**src/rtl/fp_pkg.sv**
```systemverilog
// Shared floating-point format definitions used by the operand sorter and the adder.
// Field layout of a word: [W-1] sign, [W-2:MAN_W] exponent, [MAN_W-1:0] stored mantissa.
package fp_pkg;

  localparam int EXP_W = 4;
  localparam int MAN_W = 7;
  localparam int W     = 1 + EXP_W + MAN_W;

  typedef enum logic [1:0] {
    SKID_EMPTY = 2'd0,
    SKID_ONE   = 2'd1,
    SKID_FULL  = 2'd2
  } skid_state_t;

  function automatic int word_w(input int exp_w, input int man_w);
    return 1 + exp_w + man_w;
  endfunction

endpackage

```
**src/rtl/fp_operand_sorter_if.sv**
```systemverilog
// Handshake bundle between the operand source, the sorter and the downstream adder.
interface fp_operand_sorter_if #(
  parameter int EXP_W = fp_pkg::EXP_W,
  parameter int MAN_W = fp_pkg::MAN_W
);

  localparam int W = fp_pkg::word_w(EXP_W, MAN_W);

  logic             in_valid;
  logic             in_ready;
  logic [W-1:0]     in_x;
  logic [W-1:0]     in_y;
  logic             out_valid;
  logic             out_ready;
  logic [W-1:0]     out_a;
  logic [W-1:0]     out_b;
  logic [EXP_W-1:0] out_k;
  logic             out_swapped;
  logic             out_b_negl;
  logic             out_eff_sub;

  modport slave (
    input  in_valid, in_x, in_y, out_ready,
    output in_ready, out_valid, out_a, out_b, out_k,
           out_swapped, out_b_negl, out_eff_sub
  );

  modport master (
    output in_valid, in_x, in_y, out_ready,
    input  in_ready, out_valid, out_a, out_b, out_k,
           out_swapped, out_b_negl, out_eff_sub
  );

endinterface

```
**src/rtl/fp_mag_compare.sv**
```systemverilog
// Combinational magnitude compare / swap / exponent difference for an operand pair.
// Sign is ignored for ordering; ties keep x as the larger operand.
module fp_mag_compare #(
  parameter int EXP_W = fp_pkg::EXP_W,
  parameter int MAN_W = fp_pkg::MAN_W
) (
  input  logic [EXP_W+MAN_W:0]   x,
  input  logic [EXP_W+MAN_W:0]   y,
  output logic [EXP_W+MAN_W:0]   a,
  output logic [EXP_W+MAN_W:0]   b,
  output logic [EXP_W-1:0]       k,
  output logic                   swapped,
  output logic                   b_negl,
  output logic                   eff_sub
);

  localparam int               MAG_W      = EXP_W + MAN_W;
  localparam logic [EXP_W:0]   NEGL_LIMIT = (EXP_W+1)'(MAN_W);

  logic [MAG_W-1:0] mag_x;
  logic [MAG_W-1:0] mag_y;
  logic [EXP_W-1:0] exp_a;
  logic [EXP_W-1:0] exp_b;
  logic             swap;

  assign mag_x = x[MAG_W-1:0];
  assign mag_y = y[MAG_W-1:0];
  assign swap  = mag_y > mag_x;

  assign a = swap ? y : x;
  assign b = swap ? x : y;

  assign exp_a = a[MAG_W-1:MAN_W];
  assign exp_b = b[MAG_W-1:MAN_W];

  // a >= b in magnitude, so the exponent difference never wraps.
  assign k       = exp_a - exp_b;
  assign b_negl  = {1'b0, k} > NEGL_LIMIT;
  assign eff_sub = x[MAG_W] ^ y[MAG_W];
  assign swapped = swap;

endmodule

```
**src/rtl/fp_operand_sorter.sv**
```systemverilog
// Sorts an operand pair by magnitude ahead of the adder, behind a 2-entry skid buffer.
// state      | meaning
// SKID_EMPTY | no pair held, outputs invalid
// SKID_ONE   | one pair in main register, presented on outputs
// SKID_FULL  | main presented, next pair parked in skid, input stalled
module fp_operand_sorter #(
  parameter int EXP_W = fp_pkg::EXP_W,
  parameter int MAN_W = fp_pkg::MAN_W
) (
  input  logic               clk,
  input  logic               rst,
  fp_operand_sorter_if.slave bus
);

  import fp_pkg::*;

  localparam int W      = word_w(EXP_W, MAN_W);
  localparam int PAIR_W = 2*W + EXP_W + 3;

  logic [W-1:0]      cmp_a;
  logic [W-1:0]      cmp_b;
  logic [EXP_W-1:0]  cmp_k;
  logic              cmp_swapped;
  logic              cmp_b_negl;
  logic              cmp_eff_sub;

  logic [PAIR_W-1:0] cmp_pair;
  logic [PAIR_W-1:0] main_q;
  logic [PAIR_W-1:0] skid_q;

  skid_state_t       state_q;
  skid_state_t       state_nxt;

  logic              push;
  logic              pop;
  logic              in_ready_int;
  logic              out_valid_int;
  logic              load_main_new;
  logic              load_main_skid;
  logic              load_skid;

  fp_mag_compare #(
    .EXP_W (EXP_W),
    .MAN_W (MAN_W)
  ) u_mag_compare (
    .x       (bus.in_x),
    .y       (bus.in_y),
    .a       (cmp_a),
    .b       (cmp_b),
    .k       (cmp_k),
    .swapped (cmp_swapped),
    .b_negl  (cmp_b_negl),
    .eff_sub (cmp_eff_sub)
  );

  assign cmp_pair = {cmp_a, cmp_b, cmp_k, cmp_swapped, cmp_b_negl, cmp_eff_sub};

  // Handshake depends only on registered state, so out_ready never reaches in_ready.
  assign in_ready_int  = (state_q != SKID_FULL);
  assign out_valid_int = (state_q != SKID_EMPTY);

  assign push = bus.in_valid && in_ready_int;
  assign pop  = out_valid_int && bus.out_ready;

  always_comb begin
    state_nxt      = state_q;
    load_main_new  = 1'b0;
    load_main_skid = 1'b0;
    load_skid      = 1'b0;
    case (state_q)
      SKID_EMPTY: begin
        if (push) begin
          state_nxt     = SKID_ONE;
          load_main_new = 1'b1;
        end
      end
      SKID_ONE: begin
        if (push && pop) begin
          load_main_new = 1'b1;
        end else if (push) begin
          state_nxt = SKID_FULL;
          load_skid = 1'b1;
        end else if (pop) begin
          state_nxt = SKID_EMPTY;
        end
      end
      SKID_FULL: begin
        if (pop) begin
          state_nxt      = SKID_ONE;
          load_main_skid = 1'b1;
        end
      end
      default: state_nxt = SKID_EMPTY;
    endcase
  end

  always_ff @(posedge clk) begin
    if (rst) begin
      state_q <= SKID_EMPTY;
      main_q  <= '0;
      skid_q  <= '0;
    end else begin
      state_q <= state_nxt;
      if (load_main_new) begin
        main_q <= cmp_pair;
      end else if (load_main_skid) begin
        main_q <= skid_q;
      end
      if (load_skid) begin
        skid_q <= cmp_pair;
      end
    end
  end

  assign bus.in_ready  = in_ready_int;
  assign bus.out_valid = out_valid_int;
  assign {bus.out_a, bus.out_b, bus.out_k,
          bus.out_swapped, bus.out_b_negl, bus.out_eff_sub} = main_q;

endmodule

```
**src/flat_wrapper.sv**
```systemverilog
// flat-port wrapper written by rule: the top's interface ports become plain ports
module fp_operand_sorter_flat import fp_pkg::*;
#(
  parameter int EXP_W = fp_pkg::EXP_W,
  parameter int MAN_W = fp_pkg::MAN_W
)
  (clk, rst, bus_in_valid, bus_in_x, bus_in_y, bus_out_ready, bus_in_ready, bus_out_valid, bus_out_a, bus_out_b, bus_out_k, bus_out_swapped, bus_out_b_negl, bus_out_eff_sub);
  fp_operand_sorter_if #(.EXP_W(EXP_W), .MAN_W(MAN_W)) bus_i ();
  input  logic clk;
  input  logic rst;
  input wire logic [$bits(bus_i.in_valid)-1:0] bus_in_valid;
  input wire logic [$bits(bus_i.in_x)-1:0] bus_in_x;
  input wire logic [$bits(bus_i.in_y)-1:0] bus_in_y;
  input wire logic [$bits(bus_i.out_ready)-1:0] bus_out_ready;
  output wire logic [$bits(bus_i.in_ready)-1:0] bus_in_ready;
  output wire logic [$bits(bus_i.out_valid)-1:0] bus_out_valid;
  output wire logic [$bits(bus_i.out_a)-1:0] bus_out_a;
  output wire logic [$bits(bus_i.out_b)-1:0] bus_out_b;
  output wire logic [$bits(bus_i.out_k)-1:0] bus_out_k;
  output wire logic [$bits(bus_i.out_swapped)-1:0] bus_out_swapped;
  output wire logic [$bits(bus_i.out_b_negl)-1:0] bus_out_b_negl;
  output wire logic [$bits(bus_i.out_eff_sub)-1:0] bus_out_eff_sub;
  assign bus_i.in_valid = bus_in_valid;
  assign bus_i.in_x = bus_in_x;
  assign bus_i.in_y = bus_in_y;
  assign bus_i.out_ready = bus_out_ready;
  assign bus_in_ready = bus_i.in_ready;
  assign bus_out_valid = bus_i.out_valid;
  assign bus_out_a = bus_i.out_a;
  assign bus_out_b = bus_i.out_b;
  assign bus_out_k = bus_i.out_k;
  assign bus_out_swapped = bus_i.out_swapped;
  assign bus_out_b_negl = bus_i.out_b_negl;
  assign bus_out_eff_sub = bus_i.out_eff_sub;
  fp_operand_sorter #(.EXP_W(EXP_W), .MAN_W(MAN_W)) u_core (.clk(clk), .rst(rst), .bus(bus_i));
endmodule
```
**config.mk**
```make
export PLATFORM = sky130hd
export DESIGN_NAME = fp_operand_sorter_flat
export DESIGN_NICKNAME = d
export VERILOG_FILES = /design/src/rtl/fp_pkg.sv /design/src/rtl/fp_operand_sorter_if.sv /design/src/rtl/fp_mag_compare.sv /design/src/rtl/fp_operand_sorter.sv /design/src/flat_wrapper.sv
export SDC_FILE = /design/constraint.sdc
export NUM_CORES = 1
export LEC_CHECK = 0
export CAP_MARGIN = 20
export CORE_ASPECT_RATIO = 0.5
export CORE_MARGIN = 4
export CORE_UTILIZATION = 30
export DETAILED_ROUTE_END_ITERATION = 6
export SYNTH_ARGS = -nofsm -noshare
export SYNTH_HDL_FRONTEND = slang
export SYNTH_SLANG_ARGS = --single-unit
export TNS_END_PERCENT = 10
```
**constraint.sdc**
```tcl
create_clock -name clk -period 4.3 [get_ports clk]
set_input_delay 1.075 -clock clk [delete_from_list [all_inputs] [get_ports clk]]
set_output_delay 1.075 -clock clk [all_outputs]
set_load 0.02 [all_outputs]
```
Word-level counts from Yosys, hierarchy flattened
Cells that the tools add are included.
- input bits: 28
- bits in registers: 64
- bitwise operators: 1
- $lt $le $gt $ge: 2
- mux-type cells: 17
- eq/ne operators: 7
- add/subtract/negate cells: 1
- reduce and logical (&&, ||, !) cells: 7
- operators by type and width (cell ; number):
    $mux W31 ; 2
    $mux W12 ; 2
    $gt A11 B11 Y1 ; 1
    $mux W2 ; 5
    $mux W1 ; 6
    $pmux W2 S3 ; 1
    $gt A4 B3 Y1 const B ; 1
    $ne A2 B1 Y1 const B ; 2
    $ne A2 B2 Y1 const B ; 2
    $reduce_and A4 Y1 ; 1
    $reduce_bool A2 Y1 ; 2
    $sub A4 B4 Y4 ; 1
    $logic_and A1 B1 Y1 ; 3
    $ne A3 B1 Y1 const B ; 1
    $eq A2 B1 Y1 const B ; 1
    $eq A2 B2 Y1 const B ; 1
    $logic_not A2 Y1 ; 1
    $pmux W1 S2 ; 1
    $xor A1 B1 Y1 ; 1

Logic depth before layout (Yosys ltp)
Gate-level depths: netlist of run 1.
- depth after elaboration: 6
- depth in mapped cells: 15
- gate-level depth less buffers: 12

Hierarchy
From an unflattened synthesis of run 1, not the netlist that was laid out.
- cells, all modules: 401
- area, all modules: 3427.0 sq um
- modules (own cells, without submodules) (module ; area each (sq um) ; seq. area each (sq um) ; instances ; cells an instance):
    fp_operand_sorter ; 2552.4 ; 1281.2 ; 1 ; 287
    fp_mag_compare ; 874.6 ; 0.0 ; 1 ; 114

Worst setup path after synthesis of run 1
OpenSTA, ideal clock, no wires.
- path kind: input-to-reg
- start point: input bus_in_x[9]
- end point: register u_core.skid_q[5]
- data required time: 4.168 ns
- setup time: 0.132 ns
- cell stages on the path: 15
- setup slack: 0.708 ns
- arrival time: 3.460 ns
- path through: inv_1 ha_1 buf_6 and2_4 and3_4 a2111oi_4 or2_1 buf_6 buf_4 nor2_1 a21boi_0 ha_1 a221o_1 mux2i_1 o21ai_0
- word-level cells in the longest chain between the ends: 3
- ends and longest elaborated chain (what ; RTL line ; text):
    from (decl) ; flat_wrapper.sv:12 ; input wire logic [$bits(bus_i.in_x)-1:0] bus_in_x;
    $gt A11 B11 Y1 ; fp_mag_compare.sv:28 ; assign swap = mag_y > mag_x;
    $mux W12, on equally long branches ; fp_mag_compare.sv:30, fp_mag_compare.sv:31 ;
    $sub A4 B4 Y4 * ; fp_mag_compare.sv:37 ; assign k = exp_a - exp_b;
    to (signal assigned) ; fp_operand_sorter.sv:110 ; skid_q <= cmp_pair;
    to (decl) ; fp_operand_sorter.sv:29 ; logic [PAIR_W-1:0] skid_q;
Mark *: on every way between the ends. The rest lies on a longest branch, timed or not.
A chain may end at the register's enable or synchronous reset.

Final worst setup path of run 1
- start point: input bus_in_x[9]
- end point: register u_core.main_q[5]
- word-level cells in the longest chain between the ends: 4
- ends and longest elaborated chain (what ; RTL line ; text):
    $gt A11 B11 Y1 ; fp_mag_compare.sv:28 ;
    $mux W12, on equally long branches ; fp_mag_compare.sv:30, fp_mag_compare.sv:31 ;
    $sub A4 B4 Y4 * ; fp_mag_compare.sv:37 ;
    $mux W31 * ; fp_operand_sorter.sv:104 ; if (load_main_new) begin
    to (signal assigned) ; fp_operand_sorter.sv:105 ; main_q <= cmp_pair;
    to (signal assigned) ; fp_operand_sorter.sv:107 ; main_q <= skid_q;
    to (decl) ; fp_operand_sorter.sv:28 ; logic [PAIR_W-1:0] main_q;
Marks and branches as above.

==> impl_results.md, run 1 <==
- Worst r2r dst: u_core.skid_q[24]
- NetSw: 484 uW
- GR Overflow Total: 0
- Clock power share: 41.4%
- Final Hold Fails: 0
- Sequential area share after synthesis: 39.1%
- Pre-antenna DRT Iters: 4
- CP max stage cell: clkdlybuf4s50_1
- CTS resizes: 0
- FF-to-FF Start: u_core.state_q[1]
- Peak Freq: 0.271 GHz
- Register share of total power: 37.2%
- Total GRT Usage: 13.6%
- Root buffer cell: clkbuf_16
- P per Cell Area: 408 nW/um^2
- Top-area cell type share of the netlist area: 39.1%
- # IOs: 61
- Final core occ: 41.6%
- ANT cells: 0
- Max Fanout on Critical Path: 8
- Synth top area cells: dfxtp_1 39%, a211oi_1 13%, mux2_2 8.9%, nor2_1 8.6%, mux2i_1 5.5%
- Post-Syn Area per Cell: 8.91 sq um
- Die W: 156 um
- CTS Sinks: 64
- Final setup vio count: 0
- Layout Nets: 463
- Worst min path class: flip-flop to flip-flop
- Iter 0 DRT Violations: 97
- Initial Utilization: 31.4%
- Die area: 12800 sq um
- Synth Area in XOR/XNOR: 0.534%
- Slew Viols, Final: 0
- DPL Wire Length: 5900 um
- DRC Markers: 0
- FF-to-FF setup slack: 2.58 ns
- Commonest non-fill, non-tap cell in the layout: nor2_1
- Area growth, synth to finish: 32.6%
- Detailed-route via count: 2723
- Setup crit end: u_core.main_q[5]
- Main combinational cell family by area after synthesis: compound AO/OA/AOI/OAI gates
- Reg2Reg Depth: 5
- Crit path arrival time: 3.89 ns
- I/O Buffers: 60
- Final WL: 8270 um
- Kind of critical path: input port to flip-flop
- Row count: 26
- Largest net degree at the start of global routing: 42
- Initial antenna violation count: 0
- Post-CTS Setup Inserts: 0
- Mapped Area: 3280 sq um
- Cell Chain, Critical Path: clkdlybuf4s50_1 -> inv_1 -> ha_1 -> and2_4 -> and3_4 -> a2111oi_4 -> o211ai_1 -> a21boi_0 -> ha_1 -> a221o_1 -> xnor2_1 -> a21oi_1
- Net Sw Frac: 27.3%
- Via density: 4.79
- Internal Dissipation: 1290 uW
- Post-synthesis register bit count: 64
- Area share of and/or/nand/nor cells after synthesis: 15.4%
- Final GP Congestion: 0.779
- Max cap viols: 0
- Logic gate share of total power: 21.4%
- Hold buffers post-CTS: 0
- Critical Path End Type: flip-flop
- Area leader, netlist: dfxtp_1
- YS warnings: 0
- Syn Nets: 408
- CTS Buffer Depth: 2
- Routed WL per cell: 14.6 um
- Cts bufs inserted: 9
- IR drop worst, VDD: 0.197 mV
- Core Region: 10400 sq um
- Leak pwr: 0.00167 uW
- Synth Area in Compound Gates: 20.8%
- Die span in y: 81.9 um
- Slew @ Worst Pin: 0.730 ns
- Clk_lat worst skew: 0.32 ns
- Gate Count Post-Synth: 368
- Period Utilization, post-route: 85.9%
- Clock Pin Slew Worst Setup and Hold Paths: 0.05 ns
- Share of layout cells above drive strength 1: 14.3%
- Htree depth: 3
- Vias in the first global route: 2644
- Fin Clk Skew: 0.00622 ns
- CP dominant cell by count: ha_1
- Total negative slack: 0 ns
- Crit-path max cell delay: 0.45 ns
- CTS tree: built
- Post-synth cell types: 39
- Post-DRT Antenna Nets: 0
- RSZ-0062 raised after global routing: no
- Most frequent cells in the layout: 73 x nor2_1, 64 x dfxtp_1, 59 x clkdlybuf4s50_1, 55 x a211oi_1, 26 x mux2_2
- Post-route minimum period: 3.69 ns
- CP startpoint: bus_in_x[9]
- Status: finished, final reports clean
- Adder-Cell Fraction of Synth Area: 4.58%
- Worst rel slew slack: 51.3%
- Hold path depth: 2
- Mux cell area share after synthesis: 14.4%
- Setup crit start kind: input port
- CP Data Required Time: 4.49 ns
- Global-route wire length before repair: 13600 um
## power groups by stage
stage / Combinational [uW] / Sequential (uW) / Clock [uW]
final: 380 / 660 / 736
after global routing: 418 / 665 / 783
after CTS: 383 / 661 / 753
after detailed placement: 381 / 673 / 0
after global placement: 379 / 672 / 0
after floorplan: 203 / 702 / 0
## per-layer routing
metal  GRT usage, %  up-vias  share of wire [%]
li1               -     1441                  -
met2           22.4       33                 47
met4           4.89        0                1.1
met1           17.4     1242                 50
met5              0        -                  0
met3           3.53        7                2.4
## worst max-delay path, delay by kind of cell
kind / cells / cell delay, ns
AO/OA/AOI/OAI: 5 / 1.12
XOR/XNOR: 1 / 0.18
adder cells (fa/ha/maj): 2 / 0.57
buffers and inverters: 2 / 0.52
AND/OR/NAND/NOR: 2 / 0.39
## logic make-up (layout without fill, tap and decap cells)
| family | Yosys count | count (layout) |
|---|---|---|
| XOR/XNOR | 2 | 2 |
| AO/OA/AOI/OAI | 95 | 95 |
| multiplexers | 44 | 44 |
| buffers and inverters | 38 | 98 |
| adder cells (fa/ha/maj) | 12 | 12 |
| flip-flops | 64 | 64 |
| AND/OR/NAND/NOR | 113 | 113 |
## cell usage after synthesis
| master | count |
|---|---|
| mux2_2 | 26 |
| xnor2_1 | 2 |
| o211ai_1 | 1 |
| nand2b_1 | 5 |
| nor3b_1 | 2 |
| mux2i_1 | 18 |
| dfxtp_1 | 64 |
| nand3_1 | 2 |
| a32o_1 | 1 |
| buf_1 | 2 |
| o22a_1 | 1 |
| o21ai_0 | 4 |
| nand4_1 | 3 |
| nor2_1 | 75 |
| a211oi_1 | 55 |
| nor2b_1 | 4 |
| a21oi_1 | 25 |
| a2111oi_4 | 1 |
| ha_1 | 12 |
| o311ai_2 | 1 |
| clkbuf_1 | 19 |
| or2_1 | 1 |
| a21boi_0 | 1 |
| a21o_1 | 1 |
| nor3_1 | 3 |
| and2_4 | 1 |
| buf_4 | 3 |
| or3_1 | 1 |
| and2_1 | 1 |
| nand3b_1 | 1 |
| and3_4 | 1 |
| or2_2 | 1 |
| nand2_1 | 10 |
| buf_6 | 2 |
| inv_1 | 12 |
| a221o_1 | 1 |
| o221ai_1 | 2 |
| and3b_1 | 2 |
| a211oi_2 | 1 |
## through the flow
step | total power [uW] | instances | hold slack [ns] | setup WS, ns | area (sq um)
2_1_floorplan | 905 | 368 | 0.436 | 0.708 | 3280
3_3_place_gp | 1050 | 552 | 0.451 | 0.372 | 4040
3_5_place_dp | 1050 | 552 | 0.455 | 0.294 | 4040
4_1_cts | 1800 | 568 | 0.462 | 0.623 | 4350
5_1_grt | 1870 | 568 | 0.483 | 0.370 | 4350
6_report | 1780 | 568 | 0.456 | 0.607 | 4350
## sequential cells by signal, indices dropped and copies added (netlist names)
signal,count
u_core.main_q,31
u_core.skid_q,31
u_core.state_q,2
## area by class of cell
type | count | area [sq um]
clock buffers | 11 | 253
clock inverters | 5 | 55.1
fillers | 1013 | 6090
inverters | 12 | 45.0
multi-input cells | 266 | 1840
flip-flops and latches | 64 | 1280
well taps | 140 | 175
repair buffers | 70 | 696
## worst min path at each step
stage / slack [ns] / from / to
finish: 0.46 / u_core.skid_q[2] / u_core.skid_q[2]
global route: 0.48 / u_core.skid_q[4] / u_core.skid_q[4]
CTS: 0.46 / u_core.skid_q[2] / u_core.skid_q[2]
detailed placement: 0.45 / u_core.skid_q[2] / u_core.skid_q[2]
global placement: 0.45 / u_core.skid_q[2] / u_core.skid_q[2]
floorplan: 0.44 / u_core.skid_q[2] / u_core.skid_q[2]
No activity file was read; power rests on OpenSTA's default activity.
==> run 2: changes to the inputs <==
CORE_MARGIN = 2   (was 4)
==> impl_results.md, run 2 (same netlist as run 1, synthesis figures left out) <==
- Final GP Congestion: 0.802 (+2.9%)
- Layout fillers: 1033 (+2.0%)
- DPL Wire Length: 5660 um (-4.0%)
- Row count: 26 (unchanged)
- Setup crit start kind: input port
- Iter 0 DRT Violations: 185 (+91%)
- Total negative slack: 0 ns (unchanged)
- Worst min path class: flip-flop to flip-flop
- Via density: 4.86 (+1.3%)
- Initial antenna violation count: 0 (unchanged)
- I/O Buffers: 60 (unchanged)
- Final instance area: 4380 sq um (+0.63%)
- Total GRT Usage: 14.0% (+0.41 points)
- Status: finished, final reports clean
- Slew Viols, Final: 0 (unchanged)
- Fin Clk Skew: 0.00570 ns (-0.000517 ns)
- Die span in y: 77.9 um (-4.9%)
- Final WL: 7930 um (-4.1%)
- Share of layout cells above drive strength 1: 14.1% (-0.20 points)
- Final Worst Setup Slack: 0.476 ns (-0.131 ns)
- Largest regs: u_core.main_q x31, u_core.skid_q x31, u_core.state_q x2
- FF-to-FF Start: u_core.state_q[1]
- Pre-CTS setup slack: 0.161 ns (-0.133 ns)
- Period Utilization, post-route: 88.9% (+3.0 points)
- Htree depth: 3 (unchanged)
- Final Hold Fails: 0 (unchanged)
- Commonest non-fill, non-tap cell in the layout: nor2_1
- Worst r2r dst: u_core.main_q[8]
- Die W: 152 um (-2.6%)
- Cts bufs inserted: 9 (unchanged)
- Final core occ: 42.0% (+0.39 points)
- Critical Path End Type: flip-flop
- Largest net degree at the start of global routing: 43 (+2.4%)
- Vias in the first global route: 2625 (-0.72%)
- Clk_lat worst skew: 0.34 ns (+0.02 ns)
- Internal Dissipation: 1410 uW (+8.9%)
- Clock Pin Slew Worst Setup and Hold Paths: 0.05 ns (about the same)
- Post-route minimum period: 3.82 ns (+0.131 ns)
- Peak Freq: 0.262 GHz (-3.4%)
- Placed instance area: 4020 sq um (-0.50%)
- HP Start: u_core.skid_q[4]
- ANT cells: 0 (unchanged)
- Detailed-route via count: 2754 (+1.1%)
- Register area: 1280 sq um (unchanged)
- RSZ-0062 raised after global routing: no
- NetSw: 482 uW (-0.37%)
- # IOs: 61 (unchanged)
- Reg2Reg Depth: 5 (unchanged)
- Initial Utilization: 31.5% (+0.098 points)
- Post-CTS Setup Inserts: 0 (unchanged)
- CTS tree: built
- Hold buffers post-CTS: 0 (unchanged)
- Pre-antenna DRT Iters: 5 (+1)
- Layout Nets: 462 (-0.22%)
- GR Overflow Total: 0 (unchanged)
- CP Data Required Time: 4.50 ns (about the same)
- Clock power share: 45.3% (+3.9 points)
- Crit path arrival time: 4.02 ns (+0.13 ns)
- Global-route wire length before repair: 13200 um (-2.7%)
- Most frequent cells in the layout: 73 x nor2_1, 64 x dfxtp_1, 59 x clkdlybuf4s50_1, 55 x a211oi_1, 26 x mux2_2
- P per Cell Area: 432 nW/um^2 (+5.7%)
- Root buffer cell: clkbuf_16
- IR drop worst, VDD: 0.164 mV (-17%)
- DRC Markers: 0 (unchanged)
- Worst rel slew slack: 60.6% (+9.3 points)
- Logic gate share of total power: 19.8% (-1.6 points)
- CTS resizes: 0 (unchanged)
- Core Region: 10400 sq um (-0.31%)
- Max Fanout on Critical Path: 8 (unchanged)
- Slew @ Worst Pin: 0.589 ns (-0.141 ns)
- Leak pwr: 0.00168 uW (+1.0%)
- Hold path depth: 2 (unchanged)
- FF-to-FF setup slack: 2.61 ns (+0.03 ns)
- Max cap viols: 0 (unchanged)
- Kind of critical path: input port to flip-flop
- Post-DRT Antenna Nets: 0 (unchanged)
- Area growth, synth to finish: 33.5%
- CTS Sinks: 64 (unchanged)
- Hold Path End: u_core.skid_q[4]
- Net Sw Frac: 25.5% (-1.7 points)
- Final setup vio count: 0 (unchanged)
- Register share of total power: 34.9% (-2.3 points)
- Die area: 11800 sq um (-7.3%)
- Multi-input logic area: 1840 sq um (unchanged)
- CTS Buffer Depth: 2 (unchanged)
- Routed WL per cell: 14.0 um (-4.0%)
## run 2: layout make-up
cell class / count / share of cell area (%)
inverters: 12 / 1.03
flip-flops and latches: 64 / 29.3
well taps: 140 / 4.00
clock inverters: 5 / 2.34
clock buffers: 11 / 5.78
repair buffers: 69 / 15.4
multi-input cells: 266 / 42.1
## run 2: critical path: stages
cell,delay [ns]
clkdlybuf4s50_1,0.48
inv_1,0.09
ha_1,0.40
and2_4,0.21
and3_4,0.18
a2111oi_4,0.47
o211ai_1,0.21
a21boi_0,0.17
ha_1,0.19
a221o_1,0.31
mux2i_1,0.15
o21ai_0,0.09
## run 2: how the worst max path moves through the flow
stage | start | end | slack (ns)
final | bus_in_x[9] | u_core.skid_q[5] | 0.48
after global routing | bus_in_x[9] | u_core.skid_q[5] | 0.29
after CTS | bus_in_x[9] | u_core.main_q[5] | 0.49
after detailed placement | bus_in_x[9] | u_core.skid_q[5] | 0.16
after global placement | bus_in_x[9] | u_core.skid_q[5] | 0.19
after floorplan | bus_in_x[9] | u_core.skid_q[5] | 0.71
## run 2: power groups by stage
stage	clock network (uW)	logic, uW	registers [uW]
detailed placement	0	375	672
floorplan	0	203	702
CTS	878	378	659
global route	904	410	665
finish	856	374	659
global placement	0	373	672
## run 2: metrics by stage
step                hold WS, ns  instances  total power [uW]
CTS                       0.460        567              1920
detailed placement        0.453        551              1050
global placement          0.450        551              1040
floorplan                 0.436        368               905
global route              0.479        567              1980
finish                    0.459        567              1890
## run 2: metal layers
| layer | track usage [%] | share of wire [%] | vias to the layer above |
|---|---|---|---|
| li1 | - | - | 1444 |
| met3 | 4.75 | 4.7 | 12 |
| met4 | 5.05 | 1.4 | 0 |
| met2 | 22.2 | 45 | 39 |
| met1 | 17.9 | 49 | 1259 |
| met5 | 0 | 0 | - |
==> run 3: changes to the inputs <==
ABC_CLOCK_PERIOD_IN_PS = 4300   (was not set)
TNS_END_PERCENT = not set   (was 10)
==> results of run 3 <==
The final DEF is identical to that of run 2; final timing and power are the same.
